### src/rtl/stream_accumulator_32bits.sv
// rtl/stream_accumulator_32bits.sv - valid/ready batch accumulator around a 32-bit carry-select adder
// Define ACCUM_SATURATE_EN to clamp the accumulator at all-ones on adder carry-out.

module csel_adder_32 (
    input  logic [31:0] A,
    input  logic [31:0] B,
    input  logic        Cin,
    output logic [31:0] S,
    output logic        Cout
);
    localparam int BLK  = 4;
    localparam int NBLK = 8;

    logic [BLK:0] sum0 [NBLK];
    logic [BLK:0] sum1 [NBLK];
    logic         carry;

    // Each nibble precomputes its result for both possible carry-ins.
    for (genvar g = 0; g < NBLK; g++) begin : g_blk
        assign sum0[g] = {1'b0, A[g*BLK +: BLK]} + {1'b0, B[g*BLK +: BLK]};
        assign sum1[g] = {1'b0, A[g*BLK +: BLK]} + {1'b0, B[g*BLK +: BLK]} + {{BLK{1'b0}}, 1'b1};
    end

    always_comb begin
        carry = Cin;
        S     = '0;
        for (int g = 0; g < NBLK; g++) begin
            S[g*BLK +: BLK] = carry ? sum1[g][BLK-1:0] : sum0[g][BLK-1:0];
            carry           = carry ? sum1[g][BLK]     : sum0[g][BLK];
        end
        Cout = carry;
    end
endmodule

module stream_accumulator_32bits #(
    parameter int WIDTH     = 32,
    parameter int N_SAMPLES = 16
) (
    input  logic             clk,
    input  logic             rst_n,
    input  logic             clear,
    input  logic             in_valid,
    output logic             in_ready,
    input  logic [WIDTH-1:0] in_data,
    output logic             out_valid,
    input  logic             out_ready,
    output logic [WIDTH-1:0] out_sum,
    output logic             out_carry,
    output logic [15:0]      out_count
);
    typedef enum logic [1:0] {
        S_IDLE,
        S_ACCUM,
        S_HOLD
    } state_t;

    localparam logic [15:0] LAST = 16'(N_SAMPLES - 1);

    state_t             state, state_next;
    logic [WIDTH-1:0]   acc, acc_next;
    logic [15:0]        cnt, cnt_next;
    logic               flag, flag_next;
    logic [WIDTH-1:0]   add_sum;
    logic               add_cout;
    logic [WIDTH-1:0]   acc_update;

    csel_adder_32 u_adder (
        .A    (acc),
        .B    (in_data),
        .Cin  (1'b0),
        .S    (add_sum),
        .Cout (add_cout)
    );

`ifdef ACCUM_SATURATE_EN
    assign acc_update = add_cout ? {WIDTH{1'b1}} : add_sum;
`else
    assign acc_update = add_sum;
`endif

    always_ff @(posedge clk or negedge rst_n) begin
        if (!rst_n) begin
            state <= S_IDLE;
            acc   <= '0;
            cnt   <= '0;
            flag  <= 1'b0;
        end else begin
            state <= state_next;
            acc   <= acc_next;
            cnt   <= cnt_next;
            flag  <= flag_next;
        end
    end

    always_comb begin
        state_next = state;
        acc_next   = acc;
        cnt_next   = cnt;
        flag_next  = flag;
        case (state)
            S_IDLE: state_next = S_ACCUM;
            S_ACCUM: begin
                if (in_valid) begin
                    acc_next  = acc_update;
                    flag_next = flag | add_cout;
                    cnt_next  = cnt + 16'd1;
                    if (cnt == LAST) state_next = S_HOLD;
                end
            end
            S_HOLD: begin
                if (out_ready) begin
                    acc_next   = '0;
                    cnt_next   = '0;
                    flag_next  = 1'b0;
                    state_next = S_ACCUM;
                end
            end
            default: state_next = S_IDLE;
        endcase
        // Abort outranks both the input accept and the result handshake.
        if (clear && state != S_IDLE) begin
            acc_next   = '0;
            cnt_next   = '0;
            flag_next  = 1'b0;
            state_next = S_ACCUM;
        end
    end

    assign in_ready  = (state == S_ACCUM);
    assign out_valid = (state == S_HOLD);
    assign out_sum   = acc;
    assign out_carry = flag;
    assign out_count = cnt;
endmodule
### config.mk
export PLATFORM = sky130hd
export DESIGN_NAME = stream_accumulator_32bits
export DESIGN_NICKNAME = d
export VERILOG_FILES = /design/src/rtl/stream_accumulator_32bits.sv
export SDC_FILE = /design/constraint.sdc
export NUM_CORES = 1
export LEC_CHECK = 0
export BUFFER_PORTS_ARGS = -buffer_cell sky130_fd_sc_hd__buf_2
export CORE_MARGIN = 3
export CORE_UTILIZATION = 59
export DETAILED_ROUTE_END_ITERATION = 16
export PLACE_DENSITY_LB_ADDON = 0.12
export SLEW_MARGIN = 15
export SYNTH_ARGS = -nofsm -noshare
export SYNTH_HDL_FRONTEND = slang
export SYNTH_SLANG_ARGS = --single-unit
### constraint.sdc
create_clock -name clk -period 7.3 [get_ports clk]
set_input_delay 0.365 -clock clk [delete_from_list [all_inputs] [get_ports clk]]
set_output_delay 0.365 -clock clk [all_outputs]
set_load 0.01 [all_outputs]
==> metrics.txt, run 1 <==
Synth area leader=dfrtp_1; Die X=86.99 µm; fin crit share=0.6122; Max-cap violations=0; syn_nets=approximately 500; Worst-Margin Slew=a little under 1 ns; CTS tree=done; post-detail-place hpwl=6445 µm; Port Buf Inserts=a little under 90; Ports=a little under 90; RR Startpoint=out_sum[4]$_DFFE_PN0P_; Worst EP required=7.55 ns; CTS hold repair buffers=0; Post-CTS Resized=0; Clk Tree Root Cell=clkbuf_8; initial antenna violation count=0; Max Freq=223.7 MHz; Post-synth EDFFs=0; routed vias=3285; DRC Markers=0; endpoint class of the critical path=flip-flop; clk_skew=0.01046 ns; die footprint=7567 µm²; FP Rows=28; top cell type's share of synthesized area=0.3298; setup bufs post-CTS=0; CP max stage delay=0.53 ns; GR Util met2=0.4320; Final #Nets=583; largest net degree at the start of global routing=52; # H-tree levels=2; DR iter-0 viols=roughly 100; Total Wirelength=~8500 µm; First-pass DRT Iterations=4; Hold Crit Class=in -> async; leakage=2.305 nW; Period minus WS final=4.469 ns; #FFs+latches synth=about 50; Critical Path, Cell by Cell=ha_1, fa_1, ha_1, nand2_2, a2111oi_4, mux2i_1, mux2i_1, mux2i_1, mux2i_1, mux2i_2, xnor2_2, or4_1, nand3_1; synthesized instance count=409; Primary FF master, synth=dfrtp_1; GRT Resource Usage Total=0.2464; RSZ-0062 raised after global routing=false; Post-Syn Area per Cell=approximately 9.5 µm²; starting density of the core=0.6312; clk slew on worst S/H paths=about 0.10 ns; Worst-Skew Late Latency=0.31 ns; first-pass GRT wire length=15160 µm; yosys synthesis warning count=0; WL per Instance=between 10 and 15 µm; Worst Setup SP=out_sum[4]$_DFFE_PN0P_; cell with the most instances after synthesis=dfrtp_1; Worst setup SP type=flip-flop; Placer Congestion=0.8460; # setup viols final=0; met1 Use GR=0.3110; slowest library cell on the worst path=fa_1; clk buf depth=2; Worst Path Max Fanout=4; CTS Buf Count=5; Final Core Density=0.7359; async set-reset flop share out of synthesis=1.000; GRT overflow=0; arrival time of the worst setup path=4.72 ns; layout cells sized above 1=0.2303; M3 GR Usage=0.04163; status=finished, final reports clean; power density over the cells=~240 nW/µm²; most frequent cells after synthesis=dfrtp_1, nand2_1, o21ai_0, ha_1, xnor2_1; Worst path most repeated cell=mux2i_1; Syn-to-layout area delta=16.59%; CORE AREA=roughly 6100 µm²; vias per cell=between 5 and 6; fin. max-slew vios=0; endpoints failing hold=0; sequential share of the synthesized area=0.3298; Die Span Y=86.99 µm; Slew Limit Headroom=0.3485; post-route ant nets=0; Netlist cell types=47; worst reg2reg setup slack=between 2 and 3 ns; critical path type=reg -> reg; Top Usage Layer GRT=met2; TNS Setup=0 ns; vias in the first global route=between 3000 and 4000; clk sinks=51; Antenna Cells=0; total power=0.001088 W; Mapped Area=3870 µm²; most area-consuming cells after synthesis=dfrtp_1, ha_1, o21ai_0, xnor2_1, xor2_1; Max VDD drop=0.0001304 V
==> report_power, final <==
group / switching, W / internal [W]
logic: 0.000272 / 0.000221
clock network: 0.0000949 / 0.000137
registers: 0.0000395 / 0.000323
==> metrics by stage <==
step / hold slack (ns) / area [µm²] / instances / setup slack (ns)
2_1_floorplan: 0.06941 / 3870 / 409 / 3.130
3_3_place_gp: 0.4843 / 4379 / 562 / 2.830
3_5_place_dp: 0.4990 / 4379 / 562 / 2.724
4_1_cts: 0.1952 / 4512 / 570 / 2.777
5_1_grt: 0.2140 / 4512 / 570 / 2.512
6_report: 0.1706 / 4512 / 570 / 2.831
==> flip-flops by register name (all words and copies together), names as in the netlist <==
name       cells
out_sum       32
state          2
out_carry      1
out_count     16
==> critical path: cells and delay by family, from the launching register on <==
family	cells	cell delay [ns]
AND/OR/NAND/NOR	3	0.63
XOR/XNOR	1	0.17
AO/OA/AOI/OAI	1	0.41
flip-flops	1	0.40
multiplexers	5	1.83
adder cells (fa/ha/maj)	3	0.95
==> routing by layer <==
metal / part of all wire / vias to the layer above / wire (µm)
met5: 0 / - / 0
met4: 0.013 / 0 / 109
met3: 0.062 / 11 / 526
met2: 0.50 / 96 / 4238
met1: 0.43 / 1559 / 3667
li1: - / 1619 / -
==> cell usage in the layout, fill, tap and decap left out, drive strengths merged, types with 2 or more instances in the layout <==
cell    netlist  routed
or4           3       3
or3           2       2
nand4        11      11
o21ai        49      49
nand3        14      14
bufinv        0       2
xnor2        23      23
nand3b        3       3
dfrtp        51      51
nand2        49      49
xor2         23      23
ha           44      44
a21oi        23      23
nor2         20      20
inv          10      10
nor3          2       2
buf           2      89
and2          3       3
a21o         16      16
fa            8       8
nand2b        2       2
mux2i        14      14
nor2b         5       5
and3          9       9
o31ai         4       4
clkbuf        9       6
==> area by class of cell <==
cell class | instances | area (µm²)
Inverter | 10 | 37.54
Clock inverter | 2 | 60.06
Fill cell | 485 | 1619
Tap cell | 75 | 93.84
Timing Repair Buffer | 89 | 450.4
Sequential cell | 51 | 1276
Clock buffer | 6 | 72.57
Multi-Input combinational cell | 337 | 2521
==> cell families (layout without fill, tap and decap cells) <==
family / count (synthesis) / in the layout / synth area share
AO/OA/AOI/OAI: 98 / 98 / 0.1591
flip-flops: 51 / 51 / 0.3298
XOR/XNOR: 46 / 46 / 0.1099
multiplexers: 14 / 14 / 0.03718
buffers and inverters: 21 / 107 / 0.02069
AND/OR/NAND/NOR: 127 / 127 / 0.1597
adder cells (fa/ha/maj): 52 / 52 / 0.1836
==> final timing paths <==
check,cells after the start,end
min in group clk,3,state[1]$_DFFE_PN0P_
max in group asynchronous,2,out_sum[11]$_DFFE_PN0P_
worst min register to register,2,out_sum[24]$_DFFE_PN0P_
worst min-delay path,2,out_sum[5]$_DFFE_PN0P_
worst max register to register,13,out_sum[31]$_DFFE_PN0P_
worst max-delay path,13,out_sum[31]$_DFFE_PN0P_
(Power assumes the default switching activity.)
==> inputs of run 2 (changes only) <==
Settings changed: ABC_AREA set to 1, CORE_UTILIZATION 59 to 56.
Clock period 7.3 ns to 4.57 ns, I/O delays scaled along.
==> metrics.txt, run 2 <==
die footprint=8390 µm² (was 7567 µm²); Antenna Cells=0 (unchanged); CTS Buf Count=5 (unchanged); yosys synthesis warning count=0 (unchanged); CP max stage delay=0.40 ns (was 0.53 ns); fin. max-slew vios=0 (unchanged); Max VDD drop=0.0003722 V (was 0.0001304 V); Mapped Area=4103 µm² (was 3870 µm²); Post-Syn Area per Cell=7.830 µm² (was 9.462 µm²); most frequent cells after synthesis=nand2_1, inv_1, dfrtp_1, ha_1, nor2_1 (was dfrtp_1, nand2_1, o21ai_0, ha_1, xnor2_1); CTS tree=done (unchanged); top cell type's share of synthesized area=0.3111 (was 0.3298); DR iter-0 viols=195 (was 98); Clk Tree Root Cell=clkbuf_8 (unchanged); # setup viols final=0 (unchanged); cell with the most instances after synthesis=nand2_1 (was dfrtp_1); vias per cell=5.358 (was 5.763); setup bufs post-CTS=0 (unchanged); arrival time of the worst setup path=3.27 ns (was 4.72 ns); leakage=2.555 nW (was 2.305 nW); Hold Crit Class=in -> async (unchanged); slowest library cell on the worst path=dfrtp_1 (was fa_1); most common cell after layout, fill and taps aside=nand2_1 (was buf_2); Die X=91.60 µm (was 86.99 µm); layout cells sized above 1=0.2023 (was 0.2303); Worst Path Max Fanout=46 (was 4); endpoints failing hold=0 (unchanged); post-detail-place hpwl=7054 µm (was 6445 µm); CTS hold repair buffers=0 (unchanged); CORE AREA=6944 µm² (was 6131 µm²); starting density of the core=0.5908 (was 0.6312); max FFs per register=32 (unchanged); Worst-Margin Slew=0.6869 ns (was 0.9773 ns); Post-synth EDFFs=0 (unchanged); Max-cap violations=0 (unchanged); vias in the first global route=3676 (was 3397); clk buf depth=2 (unchanged); routed vias=3799 (was 3285); GRT Resource Usage Total=0.2323 (was 0.2464); Worst path most repeated cell=nor2_1 (was mux2i_1); endpoint class of the critical path=flip-flop (unchanged); status=finished, final reports clean (unchanged); cell family with most CP delay=buffers and inverters (was multiplexers); async set-reset flop share out of synthesis=1.000 (unchanged); RSZ-0062 raised after global routing=false (unchanged); TNS Setup=0 ns (unchanged); Period minus WS final=3.069 ns (was 4.469 ns); sequential share of the synthesized area=0.3111 (was 0.3298); Hold Slack=0.03327 ns (was 0.1706 ns); GRT overflow=0 (unchanged); WL per Instance=13.08 µm (was 14.98 µm); clk slew on worst S/H paths=0.09 ns (was 0.10 ns); clk sinks=51 (unchanged); Netlist cell types=39 (was 47); first-pass GRT wire length=16220 µm (was 15160 µm); Slew Limit Headroom=0.5420 (was 0.3485); Fillers=572 (was 485); Worst EP required=4.77 ns (was 7.55 ns); DRC Markers=0 (unchanged); #FFs+latches synth=51 (unchanged); Primary FF master, synth=dfrtp_1 (unchanged); initial antenna violation count=0 (unchanged); First-pass DRT Iterations=6 (was 4); fin crit share=0.6715 (was 0.6122); # H-tree levels=2 (unchanged); clk_skew=0.01402 ns (was 0.01046 ns); Final #Nets=702 (was 583); Total Wirelength=9277 µm (was 8541 µm); Post-CTS Resized=0 (unchanged); Placer Congestion=0.8994 (was 0.8460); Max Freq=325.9 MHz (was 223.7 MHz); Die Span Y=91.60 µm (was 86.99 µm); Buf+Inv Stages, Crit Path=5 (was 0); Ports=88 (unchanged); most area-consuming cells after synthesis=dfrtp_1, ha_1, nand2_1, inv_1, nand3_1 (was dfrtp_1, ha_1, o21ai_0, xnor2_1, xor2_1); Worst-Skew Late Latency=0.30 ns (was 0.31 ns); Critical Path, Cell by Cell=inv_1, ha_1, nor2_1, inv_1, nand2_1, nor2_1, nor2_1, o21ai_4, buf_4, nor2_1, buf_4, inv_1, o31ai_1 (was ha_1, fa_1, ha_1, nand2_2, a2111oi_4, mux2i_1, mux2i_1, mux2i_1, mux2i_1, mux2i_2, xnor2_2, or4_1, nand3_1); power density over the cells=717.4 nW/µm² (was 241.1 nW/µm²); Synth area leader=dfrtp_1 (unchanged); post-route ant nets=0 (unchanged); Worst setup SP type=flip-flop (unchanged); synthesized instance count=524 (was 409); Port Buf Inserts=87 (unchanged); critical path type=reg -> reg (unchanged); largest net degree at the start of global routing=52 (unchanged); FP Rows=30 (was 28); Syn-to-layout area delta=16.07% (was 16.59%); syn_nets=613 (was 498); commonest cells after routing, fill and taps aside=nand2_1, buf_2, inv_1, dfrtp_1, ha_1 (was buf_2, dfrtp_1, nand2_1, o21ai_0, ha_1)
==> run 2: changes by cell type in the layout (fill, tap and decap cells not counted), sizes merged, moves of 13 or more <==
cell / previous run / this run
a21o: 16 / 1
inv: 10 / 64
mux2i: 14 / 1
nand2: 49 / 126
nand3: 14 / 48
nor2: 20 / 42
xnor2: 23 / 3
==> run 2: report_power, final <==
part | internal [W] | total [W] | switching, W
registers | 0.000616 | 0.000757 | 0.000140
clock network | 0.000161 | 0.000308 | 0.000147
logic | 0.000868 | 0.00235 | 0.00148
total | 0.00164 | 0.00342 | 0.00177
==> run 2: worst paths after layout <==
| kind | start | endpoint | slack [ns] | cells after the start |
|---|---|---|---|---|
| worst max-delay path | state[0]$_DFFE_PN0P_ | out_sum[8]$_DFFE_PN0P_ | 1.50 | 13 |
| worst min-delay path | rst_n | out_sum[3]$_DFFE_PN0P_ | 0.03 | 2 |
| worst min register to register | out_carry$_DFFE_PN0P_ | out_carry$_DFFE_PN0P_ | 0.52 | 2 |
| worst max register to register | state[0]$_DFFE_PN0P_ | out_sum[8]$_DFFE_PN0P_ | 1.50 | 13 |
| max in group asynchronous | rst_n | out_sum[4]$_DFFE_PN0P_ | 4.06 | 2 |
| min in group clk | in_data[0] | out_sum[0]$_DFFE_PN0P_ | 0.31 | 3 |
==> run 2: layout make-up <==
| class | count | area [µm²] | share of cell area |
|---|---|---|---|
| Clock buffer | 6 | 72.57 | 0.01524 |
| Clock inverter | 1 | 30.03 | 0.006306 |
| Inverter | 64 | 240.2 | 0.05045 |
| Multi-Input combinational cell | 401 | 2565 | 0.5386 |
| Sequential cell | 51 | 1276 | 0.2680 |
| Tap cell | 96 | 120.1 | 0.02522 |
| Timing Repair Buffer | 90 | 457.9 | 0.09616 |
==> run 2: cell families (layout without fill, tap and decap cells) <==
family	after synthesis	after routing	synth area share
AND/OR/NAND/NOR	236	236	0.2757
multiplexers	1	1	0.002440
XOR/XNOR	22	22	0.04697
AO/OA/AOI/OAI	90	90	0.1241
buffers and inverters	72	161	0.06648
adder cells (fa/ha/maj)	52	52	0.1732
flip-flops	51	51	0.3111
==> run 2: routing by layer <==
metal,up-vias,wire length (µm),global-route usage
met4,0,61,0.04648
met1,1770,4359,0.3158
met2,95,4339,0.3883
li1,1929,-,-
met5,-,0,0
met3,5,517,0.04060
==> run 2: stage by stage <==
stage	worst slack (ns)	total power [W]	cell area [µm²]	cells	util
CTS	1.525	0.003426	4762	709	0.6858
detailed placement	1.550	0.003097	4659	702	0.6710
finish	1.501	0.003416	4762	709	0.6858
floorplan	1.815	0.002516	4103	524	-
global placement	1.616	0.003038	4659	702	0.6710
global route	1.213	0.003804	4762	709	0.6858
